File: config.mk
export PLATFORM = sky130hd
export DESIGN_NAME = taus_urng_ctrl_flat
export DESIGN_NICKNAME = d
export VERILOG_FILES = /design/src/rtl/taus_urng_ctrl_if.sv /design/src/rtl/taus_urng_ctrl.sv /design/src/flat_wrapper.sv
export SDC_FILE = /design/constraint.sdc
export NUM_CORES = 1
export LEC_CHECK = 0
export BUFFER_PORTS_ARGS = -buffer_cell sky130_fd_sc_hd__buf_4
export CORE_MARGIN = 2
export CORE_UTILIZATION = 40
export DETAILED_ROUTE_END_ITERATION = 10
export PLACE_DENSITY_LB_ADDON = 0.12
export SYNTH_ARGS = -nofsm -noshare
export SYNTH_HDL_FRONTEND = slang
export SYNTH_SLANG_ARGS = --single-unit
export TNS_END_PERCENT = 5
File: constraint.sdc
create_clock -name clk -period 3.9 [get_ports clk]
set_input_delay 0.78 -clock clk [delete_from_list [all_inputs] [get_ports clk]]
set_output_delay 0.78 -clock clk [all_outputs]
set_load 0.02 [all_outputs]
File: src/rtl/taus_urng_ctrl_if.sv
// Bundle between the URNG controller, its requesters and the Tausworthe URNG.
// The controller connects through the slave modport. The requester/URNG side
// connects through the master modport.
//   start/stop          run control
//   cfg_wr/sel/data     seed write, answered by cfg_err
//   busy/ready          status
//   req/gnt/rnd_data    shared random-word stream
//   en_taus/s*_init     URNG control
//   taus_out            URNG output word
interface taus_urng_ctrl_if #(
    parameter int NREQ = 4
);
    logic            start;
    logic            stop;
    logic            cfg_wr;
    logic [1:0]      cfg_sel;
    logic [63:0]     cfg_data;
    logic            cfg_err;
    logic            busy;
    logic            ready;
    logic [NREQ-1:0] req;
    logic [NREQ-1:0] gnt;
    logic [63:0]     rnd_data;
    logic            en_taus;
    logic [63:0]     s1_init;
    logic [63:0]     s2_init;
    logic [63:0]     s3_init;
    logic [63:0]     taus_out;

    modport slave (
        input  start, stop, cfg_wr, cfg_sel, cfg_data, req, taus_out,
        output cfg_err, busy, ready, gnt, rnd_data, en_taus,
               s1_init, s2_init, s3_init
    );

    modport master (
        output start, stop, cfg_wr, cfg_sel, cfg_data, req, taus_out,
        input  cfg_err, busy, ready, gnt, rnd_data, en_taus,
               s1_init, s2_init, s3_init
    );
endinterface

File: src/rtl/taus_urng_ctrl.sv
// Sequencing and sharing controller for a 64-bit Tausworthe URNG.
// It owns the three seeds and the URNG enable. After every (re)seed it throws
// away WARMUP enabled cycles of output. It then shares the one-word-per-cycle
// stream among NREQ requesters with round-robin arbitration.
// Ports:
//   clk  rising-edge clock
//   rst  asynchronous active-low reset
//   bus  taus_urng_ctrl_if.slave carrying the control, config, request/grant
//        and URNG signals
// Optional feature macro: TAUS_SEED_CHECK_EN. When it is defined, seed writes
// below the Tausworthe minimums (s1<2, s2<8, s3<16) are rejected and cfg_err
// pulses. When it is undefined, every write is accepted and cfg_err is 0.
module taus_urng_ctrl #(
    parameter int          NREQ   = 4,
    parameter int          WARMUP = 16,
    parameter logic [63:0] S1_DEF = 64'd11357407135578037661,
    parameter logic [63:0] S2_DEF = 64'd16405737874297512876,
    parameter logic [63:0] S3_DEF = 64'd13098074952039773637
) (
    input  logic            clk,
    input  logic            rst,
    taus_urng_ctrl_if.slave bus
);
    localparam int PW = $clog2(NREQ);
    localparam int CW = $clog2(WARMUP);

    typedef enum logic [1:0] {S_IDLE, S_WARMUP, S_RUN, S_RESEED} state_e;

    state_e          state_q, state_d;
    logic [CW-1:0]   cnt_q, cnt_d;
    logic [PW-1:0]   ptr_q, ptr_d;
    logic [NREQ-1:0] gnt_q;
    logic [63:0]     rnd_q;
    logic [63:0]     s1_q, s2_q, s3_q;

    logic            seed_ok;
    logic            wr_valid;
    logic            wr_acc;
    logic            pick_vld;
    logic [PW-1:0]   pick_idx;
    logic            grant;

    // cfg_sel==3 is not a seed, so it is neither accepted nor rejected.
    assign wr_valid = bus.cfg_wr && (bus.cfg_sel != 2'd3);
    assign wr_acc   = wr_valid && seed_ok;

`ifdef TAUS_SEED_CHECK_EN
    logic cfg_err_q;

    always_comb begin
        case (bus.cfg_sel)
            2'd0:    seed_ok = (bus.cfg_data >= 64'd2);
            2'd1:    seed_ok = (bus.cfg_data >= 64'd8);
            default: seed_ok = (bus.cfg_data >= 64'd16);
        endcase
    end

    always_ff @(posedge clk or negedge rst) begin
        if (!rst) cfg_err_q <= 1'b0;
        else      cfg_err_q <= wr_valid && !seed_ok;
    end

    assign bus.cfg_err = cfg_err_q;
`else
    assign seed_ok     = 1'b1;
    assign bus.cfg_err = 1'b0;
`endif

    // Round-robin pick: walk the requesters circularly, starting at ptr_q.
    always_comb begin
        logic [PW:0] idx;
        pick_vld = 1'b0;
        pick_idx = '0;
        idx      = '0;
        for (int i = 0; i < NREQ; i++) begin
            idx = {1'b0, ptr_q} + (PW+1)'(i);
            if (idx >= (PW+1)'(NREQ)) idx = idx - (PW+1)'(NREQ);
            if (!pick_vld && bus.req[idx[PW-1:0]]) begin
                pick_vld = 1'b1;
                pick_idx = idx[PW-1:0];
            end
        end
    end

    // A cycle that is leaving RUN (stop or reseed) grants nothing. Its word is
    // dropped along with the rest of the old stream.
    assign grant = (state_q == S_RUN) && !bus.stop && !wr_acc && pick_vld;
    assign ptr_d = (pick_idx == PW'(NREQ-1)) ? '0 : pick_idx + PW'(1);

    always_comb begin
        state_d = state_q;
        cnt_d   = cnt_q;
        case (state_q)
            S_IDLE: begin
                if (bus.start) begin
                    state_d = S_WARMUP;
                    cnt_d   = '0;
                end
            end
            S_WARMUP: begin
                if (cnt_q == CW'(WARMUP-1)) state_d = S_RUN;
                else                        cnt_d   = cnt_q + CW'(1);
            end
            S_RUN: ;
            S_RESEED: begin
                state_d = S_WARMUP;
                cnt_d   = '0;
            end
            default: state_d = S_IDLE;
        endcase
        // An accepted write in IDLE only updates the seed register.
        if (wr_acc && (state_q == S_WARMUP || state_q == S_RUN)) begin
            state_d = S_RESEED;
            cnt_d   = '0;
        end
        if (bus.stop) begin
            state_d = S_IDLE;
            cnt_d   = '0;
        end
    end

    always_ff @(posedge clk or negedge rst) begin
        if (!rst) begin
            state_q <= S_IDLE;
            cnt_q   <= '0;
            ptr_q   <= '0;
            gnt_q   <= '0;
            rnd_q   <= '0;
            s1_q    <= S1_DEF;
            s2_q    <= S2_DEF;
            s3_q    <= S3_DEF;
        end else begin
            state_q <= state_d;
            cnt_q   <= cnt_d;
            if (grant) begin
                gnt_q <= NREQ'(1) << pick_idx;
                rnd_q <= bus.taus_out;
                ptr_q <= ptr_d;
            end else begin
                gnt_q <= '0;
            end
            if (wr_acc) begin
                case (bus.cfg_sel)
                    2'd0:    s1_q <= bus.cfg_data;
                    2'd1:    s2_q <= bus.cfg_data;
                    2'd2:    s3_q <= bus.cfg_data;
                    default: ;
                endcase
            end
        end
    end

    // While en_taus is low the URNG reloads from s*_init. The one-cycle RESEED
    // dip is therefore what makes new seeds take effect.
    assign bus.en_taus  = (state_q == S_WARMUP) || (state_q == S_RUN);
    assign bus.busy     = (state_q != S_IDLE);
    assign bus.ready    = (state_q == S_RUN);
    assign bus.gnt      = gnt_q;
    assign bus.rnd_data = rnd_q;
    assign bus.s1_init  = s1_q;
    assign bus.s2_init  = s2_q;
    assign bus.s3_init  = s3_q;
endmodule

File: src/flat_wrapper.sv
// flat-port wrapper written by rule: the top's interface ports become plain ports
module taus_urng_ctrl_flat 
#(
    parameter int          NREQ   = 4,
    parameter int          WARMUP = 16,
    parameter logic [63:0] S1_DEF = 64'd11357407135578037661,
    parameter logic [63:0] S2_DEF = 64'd16405737874297512876,
    parameter logic [63:0] S3_DEF = 64'd13098074952039773637
)
  (clk, rst, bus_start, bus_stop, bus_cfg_wr, bus_cfg_sel, bus_cfg_data, bus_req, bus_taus_out, bus_cfg_err, bus_busy, bus_ready, bus_gnt, bus_rnd_data, bus_en_taus, bus_s1_init, bus_s2_init, bus_s3_init);
  taus_urng_ctrl_if #(.NREQ(NREQ)) bus_i ();
  input  logic clk;
  input  logic rst;
  input wire logic [$bits(bus_i.start)-1:0] bus_start;
  input wire logic [$bits(bus_i.stop)-1:0] bus_stop;
  input wire logic [$bits(bus_i.cfg_wr)-1:0] bus_cfg_wr;
  input wire logic [$bits(bus_i.cfg_sel)-1:0] bus_cfg_sel;
  input wire logic [$bits(bus_i.cfg_data)-1:0] bus_cfg_data;
  input wire logic [$bits(bus_i.req)-1:0] bus_req;
  input wire logic [$bits(bus_i.taus_out)-1:0] bus_taus_out;
  output wire logic [$bits(bus_i.cfg_err)-1:0] bus_cfg_err;
  output wire logic [$bits(bus_i.busy)-1:0] bus_busy;
  output wire logic [$bits(bus_i.ready)-1:0] bus_ready;
  output wire logic [$bits(bus_i.gnt)-1:0] bus_gnt;
  output wire logic [$bits(bus_i.rnd_data)-1:0] bus_rnd_data;
  output wire logic [$bits(bus_i.en_taus)-1:0] bus_en_taus;
  output wire logic [$bits(bus_i.s1_init)-1:0] bus_s1_init;
  output wire logic [$bits(bus_i.s2_init)-1:0] bus_s2_init;
  output wire logic [$bits(bus_i.s3_init)-1:0] bus_s3_init;
  assign bus_i.start = bus_start;
  assign bus_i.stop = bus_stop;
  assign bus_i.cfg_wr = bus_cfg_wr;
  assign bus_i.cfg_sel = bus_cfg_sel;
  assign bus_i.cfg_data = bus_cfg_data;
  assign bus_i.req = bus_req;
  assign bus_i.taus_out = bus_taus_out;
  assign bus_cfg_err = bus_i.cfg_err;
  assign bus_busy = bus_i.busy;
  assign bus_ready = bus_i.ready;
  assign bus_gnt = bus_i.gnt;
  assign bus_rnd_data = bus_i.rnd_data;
  assign bus_en_taus = bus_i.en_taus;
  assign bus_s1_init = bus_i.s1_init;
  assign bus_s2_init = bus_i.s2_init;
  assign bus_s3_init = bus_i.s3_init;
  taus_urng_ctrl #(.NREQ(NREQ), .WARMUP(WARMUP), .S1_DEF(S1_DEF), .S2_DEF(S2_DEF), .S3_DEF(S3_DEF)) u_core (.clk(clk), .rst(rst), .bus(bus_i));
endmodule
======== Word-level counts from Yosys, hierarchy flattened ========
Index checks and enable logic that the tools add are counted.
storage, ports and cells
  register bits after elaboration ......... 268
  word-level logic and storage cells ...... 92
cells by class
  add/subtract/negate cells ............... 9
  magnitude comparators ................... 8
  equal/unequal tests ..................... 11
  shift operators ......................... 1
  multiplexer cells ....................... 32
  reduce and logical (&&, ||, !) cells .... 23
operators by type and width
  operator             count
  $mux 2               13
  $mux 4               5
  $lt 2x3->1 const B   4
  $pmux 4 s3           1
  $ge 3x3->1 const B   3
  $bmux 1 s2           4
  $eq 2x2->1 const B   4
  $logic_and 1x1->1    8
  $mux 1               8
  $ne 4x3->1 const B   2
  $sub 2x1->2 const B  4
  $add 2x2->3 const B  2
  $pmux 2 s3           1
  $reduce_and 2->1     3
  $reduce_and 3->1     2
  $logic_not 1->1      5
  $reduce_bool 5->1    1
  $add 4x1->4 const B  1
  $eq 2x1->1 const B   2
  $eq 4x4->1 const B   1
  $logic_not 2->1      2
  $ne 4x4->1 const B   1
  $shl 1x2->4 const A  1
  $add 2x1->3 const B  1
  other kinds (5)      5

======== Depth between registers and ports, before layout ========
  depth after elaboration ................. 16
  depth in mapped cells ................... 6
  depth with buffers taken out ............ 6

======== Worst setup path before layout ========
No wires, ideal clock.
  path kind ............................... in2reg
  start point ............................. input port bus_cfg_wr
  end point ............................... register u_core.rnd_q[0], in the netlist u_core.bus.rnd_data[0]
  setup time .............................. 0.125 ns
  data arrival time ....................... 1.998 ns
  required time ........................... 3.775 ns
  slack ................................... 1.777 ns
  stages .................................. 4
  path through ............................ a21boi_4 > nor4b_4 > buf_6 > mux2_4
on the way
  word-level cells in the longest chain between the ends .. 4
RTL lines
  what                            RTL line               RTL
  start, declared                 flat_wrapper.sv:16     input wire logic [$bits(bus_i.cfg_wr)-1:0] bus_cfg_wr;
  $logic_and 1x1->1               taus_urng_ctrl.sv:44   assign wr_valid = bus.cfg_wr && (bus.cfg_sel != 2'd3);
  $logic_not 1->1                 taus_urng_ctrl.sv:87   assign grant = (state_q == S_RUN) && !bus.stop && !wr_acc && pick_vld;
  $logic_and 1x1->1 (2 in a row)  taus_urng_ctrl.sv:87
  end signal, assigned            taus_urng_ctrl.sv:137  rnd_q <= bus.taus_out;
  end, declared                   taus_urng_ctrl.sv:33   logic [63:0] rnd_q;
No other way between the ends.
A chain may end at the register's enable or synchronous reset.

======== Worst setup path in the final report ========
  start point ............................. register u_core.state_q[0]
  end point ............................... output port bus_en_taus
on the way
  word-level cells in the longest chain between the ends .. 2
  elaborated cells between the ends (all ways) .. 3
RTL lines
  what                                      RTL line               RTL
  start, declared                           taus_urng_ctrl.sv:29   state_e state_q, state_d;
  start signal, assigned                    taus_urng_ctrl.sv:133  state_q <= state_d;
  $eq 2x1->1 or $eq 2x2->1 (tied branches)  taus_urng_ctrl.sv:155  assign bus.en_taus = (state_q == S_WARMUP) || (state_q == S_RUN);
  $logic_or 1x1->1 *                        taus_urng_ctrl.sv:155
  end, declared                             flat_wrapper.sv:26     output wire logic [$bits(bus_i.en_taus)-1:0] bus_en_taus;
Every way passes the cells marked *; elsewhere a longest branch is shown, timed or not.

==> flow_summary.yaml <==
logic_synthesis:
  yosysSeqAreaShare_pct: 65.0
  yosys_warnings: 0
  ys_ff_latch: 268
  synth_common_cells: "236 x mux2_2, 156 x dfrtp_1, 112 x dfstp_2"
  synth.most_common_cell: "mux2_2"
  synth_area_leaders: "dfrtp_1 37%, dfstp_2 28%, mux2_2 25%, mux2_4 3.0%, ha_1 1.1%"
  synth_ff_type: "dfrtp_1"
  avgSynthCellArea_sq_um: 16.9
  synth_area_leader_cell: "dfrtp_1"
  synth_edf_count: 0
  synthesis.area_sq_mm: 0.0105
  yosysUniqueCellTypes: 40
  syn-num-nets: 772
  synthCells: 624
  ys_async_sr_fraction_pct: 100
  synth_top_area_share_pct: 37.1
drt:
  drt_iter0_drc: 241
  drc: 0
  routedWlPerCell_microns: 19.1
  totalWireLength_mm: 26.7
  via_count: 6767
  firstDrtPassIters: 4
  ant_nets: 0
  via_per_inst: 4.85
die:
  start_util_pct: 40.5
  die_y_microns: 166
  ios: 403
  core_area_sq_mm: 0.0260
  rows: 59
  dieWidth_microns: 166
  dieArea_sq_mm: 0.0277
finish:
  area_growth_pct: 42.1
  final_nets: 1184
  diodes: 0
  final_area_sq_mm: 0.0150
  drive_gt1_share_pct: 78.8
critical_path:
  cp_top_family: "adder cells"
  cp.arrival_ns: 1.66
  crit_path_cell_trace: "inv_1, ha_1, buf_4"
  path_max_fanout: 6
  cp-end-kind: "output port"
  cp_num_buf_inv: 2
  crit_slowest_cell: "ha_1"
  startpoint_type: "flop"
  cpPeakStageDelay_ns: 0.43
  worstPathRequired_ns: 3.12
  critPathKind: "reg2out"
global_route:
  grt_max_degree: 105
  antenna_found_initial: 0
  grt_pass1_vias: 7101
  grt_pass1_wl_mm: 41.4
  grt_usage_pct: 18.8
  gr-total-overflow: 0
timing:
  worst_slew_pin_slew_ns: 0.824
  clock-skew-final_ns: 0.00708
  grt_setup_unrepaired: "false"
  finalHoldViolations: 0
  setup_viol: 0
  slew_violations: 0
  slew-limit-headroom_pct: 44.6
  holdWs_ns: 0.288
  setup_tns_ns: 0
  timing.fmax_mhz: 410
  post-route-period-util_pct: 62.6
  fin_crit_ns: 2.44
power_and_ir_drop:
  powerDensity_mw_per_mm2: 703
  leakagePower_nw: 7.03
  max-vdd-ir-drop_mv: 0.491
placement:
  gp_congestion: 0.773
  io_buffers: 401
  dpl-instance-area_sq_mm: 0.0139
  dp_hpwl_mm: 18.7
clock_network:
  clock-sinks: 268
  clock_latency_ns: 0.54
  cts-resized-gates: 0
  cts_hold_buf: 0
  postCtsSetupBuffers: 0
  cts-root-buf: "clkbuf_16"
  path_clk_slew_ns: 0.06
  htreeDepth: 1
  cts_buffers: 30
  clk_path_buf_depth: 3
  cts_tree: "built"
flow_run:
  drv_cap: 0
worst_hold_path:
  min_path_type: "in2async"
outcome:
  status: "completed"
==> flip-flops by register name (all words and copies together), names as in the netlist <==
| name | count |
|---|---|
| u_core.bus.rnd_data | 64 |
| u_core.bus.s1_init | 64 |
| u_core.bus.s2_init | 64 |
| u_core.bus.s3_init | 64 |
| u_core.bus.gnt | 4 |
| u_core.cnt_q | 4 |
| u_core.ptr_q | 2 |
| u_core.state_q | 2 |
==> layer usage <==
layer,track usage (%),wire length [microns],part of all wire [%]
met1,22.7,10400,39
met5,0,0,0
met3,6.96,2530,9.5
met4,5.62,750,2.8
met2,31.6,13000,49
==> where the power goes <==
part           total [mW]  switching, mW  internal (mW)  leakage (nW)
Sequential           4.09          0.408           3.68          3.12
Clock                2.92           1.12           1.80         0.512
Combinational        3.51           1.79           1.72          3.40
Total                10.5           3.32           7.21          7.03
==> through the flow <==
stage / cells / utilization, % / setup slack [ns] / power [mW]
3_3_place_gp: 1339 / 53.6 / 1.51 / 7.63
6_report: 1395 / 57.6 / 1.46 / 10.5
5_1_grt: 1395 / 57.6 / 1.35 / 11.0
2_1_floorplan: 624 / - / 1.78 / 6.02
3_5_place_dp: 1339 / 53.6 / 1.51 / 7.68
4_1_cts: 1395 / 57.6 / 1.43 / 10.7
==> layout by cell type (no fill, tap or decap), types with 3 or more instances in the layout <==
cell type   synthesis  layout
clkinv_2            0       5
and2_1              4       4
bufinv_16           0       3
clkbuf_1            3       5
ha_1                9       9
buf_12              0       6
nor3_1              4       4
clkinvlp_4          0       3
nor2_1              5       5
mux2_4             21      21
mux2_2            236     236
dfrtp_1           156     156
dfstp_2           112     112
inv_1               7       7
a21oi_1             8       8
buf_4               1     402
clkbuf_8            0       8
clkbuf_16           0      31
==> logic make-up after synthesis <==
| family | count (synthesis) | share of synthesized area [%] |
|---|---|---|
| fa+ha+maj | 9 | 1.07 |
| buf+inv | 36 | 2.03 |
| simple gates | 30 | 1.89 |
| other cells | 1 | 0.0356 |
| mux | 259 | 28.4 |
| compound gates | 21 | 1.57 |
| flops | 268 | 65.0 |
==> area by class of cell <==
type / instances / area (sq um)
multi-input combinational: 320 / 3480
clock buffer: 44 / 905
timing repair buffer: 409 / 3150
sequential: 268 / 6850
clock inverter: 12 / 146
tap: 335 / 419
fill: 2161 / 11000
inverter: 7 / 26.3
==> worst paths after layout <==
path                                                     from                                  to  slack (ns)  cells past startpoint
max                             u_core.state_q[0]$_DFFE_PN0P_                         bus_en_taus        1.46                      3
min                                                       rst  u_core.bus.s2_init[49]$_DFFE_PN0P_        0.29                      1
max reg2reg                     u_core.state_q[0]$_DFFE_PN0P_       u_core.state_q[0]$_DFFE_PN0P_        1.90                      6
min reg2reg                u_core.bus.rnd_data[8]$_DFFE_PN0P_  u_core.bus.rnd_data[8]$_DFFE_PN0P_        0.49                      1
max in group asynchronous                                 rst  u_core.bus.s3_init[54]$_DFFE_PN1P_        2.65                      2
min in group clk                              bus_taus_out[8]  u_core.bus.rnd_data[8]$_DFFE_PN0P_        0.46                      2
Power figures use the tool's default switching activity.
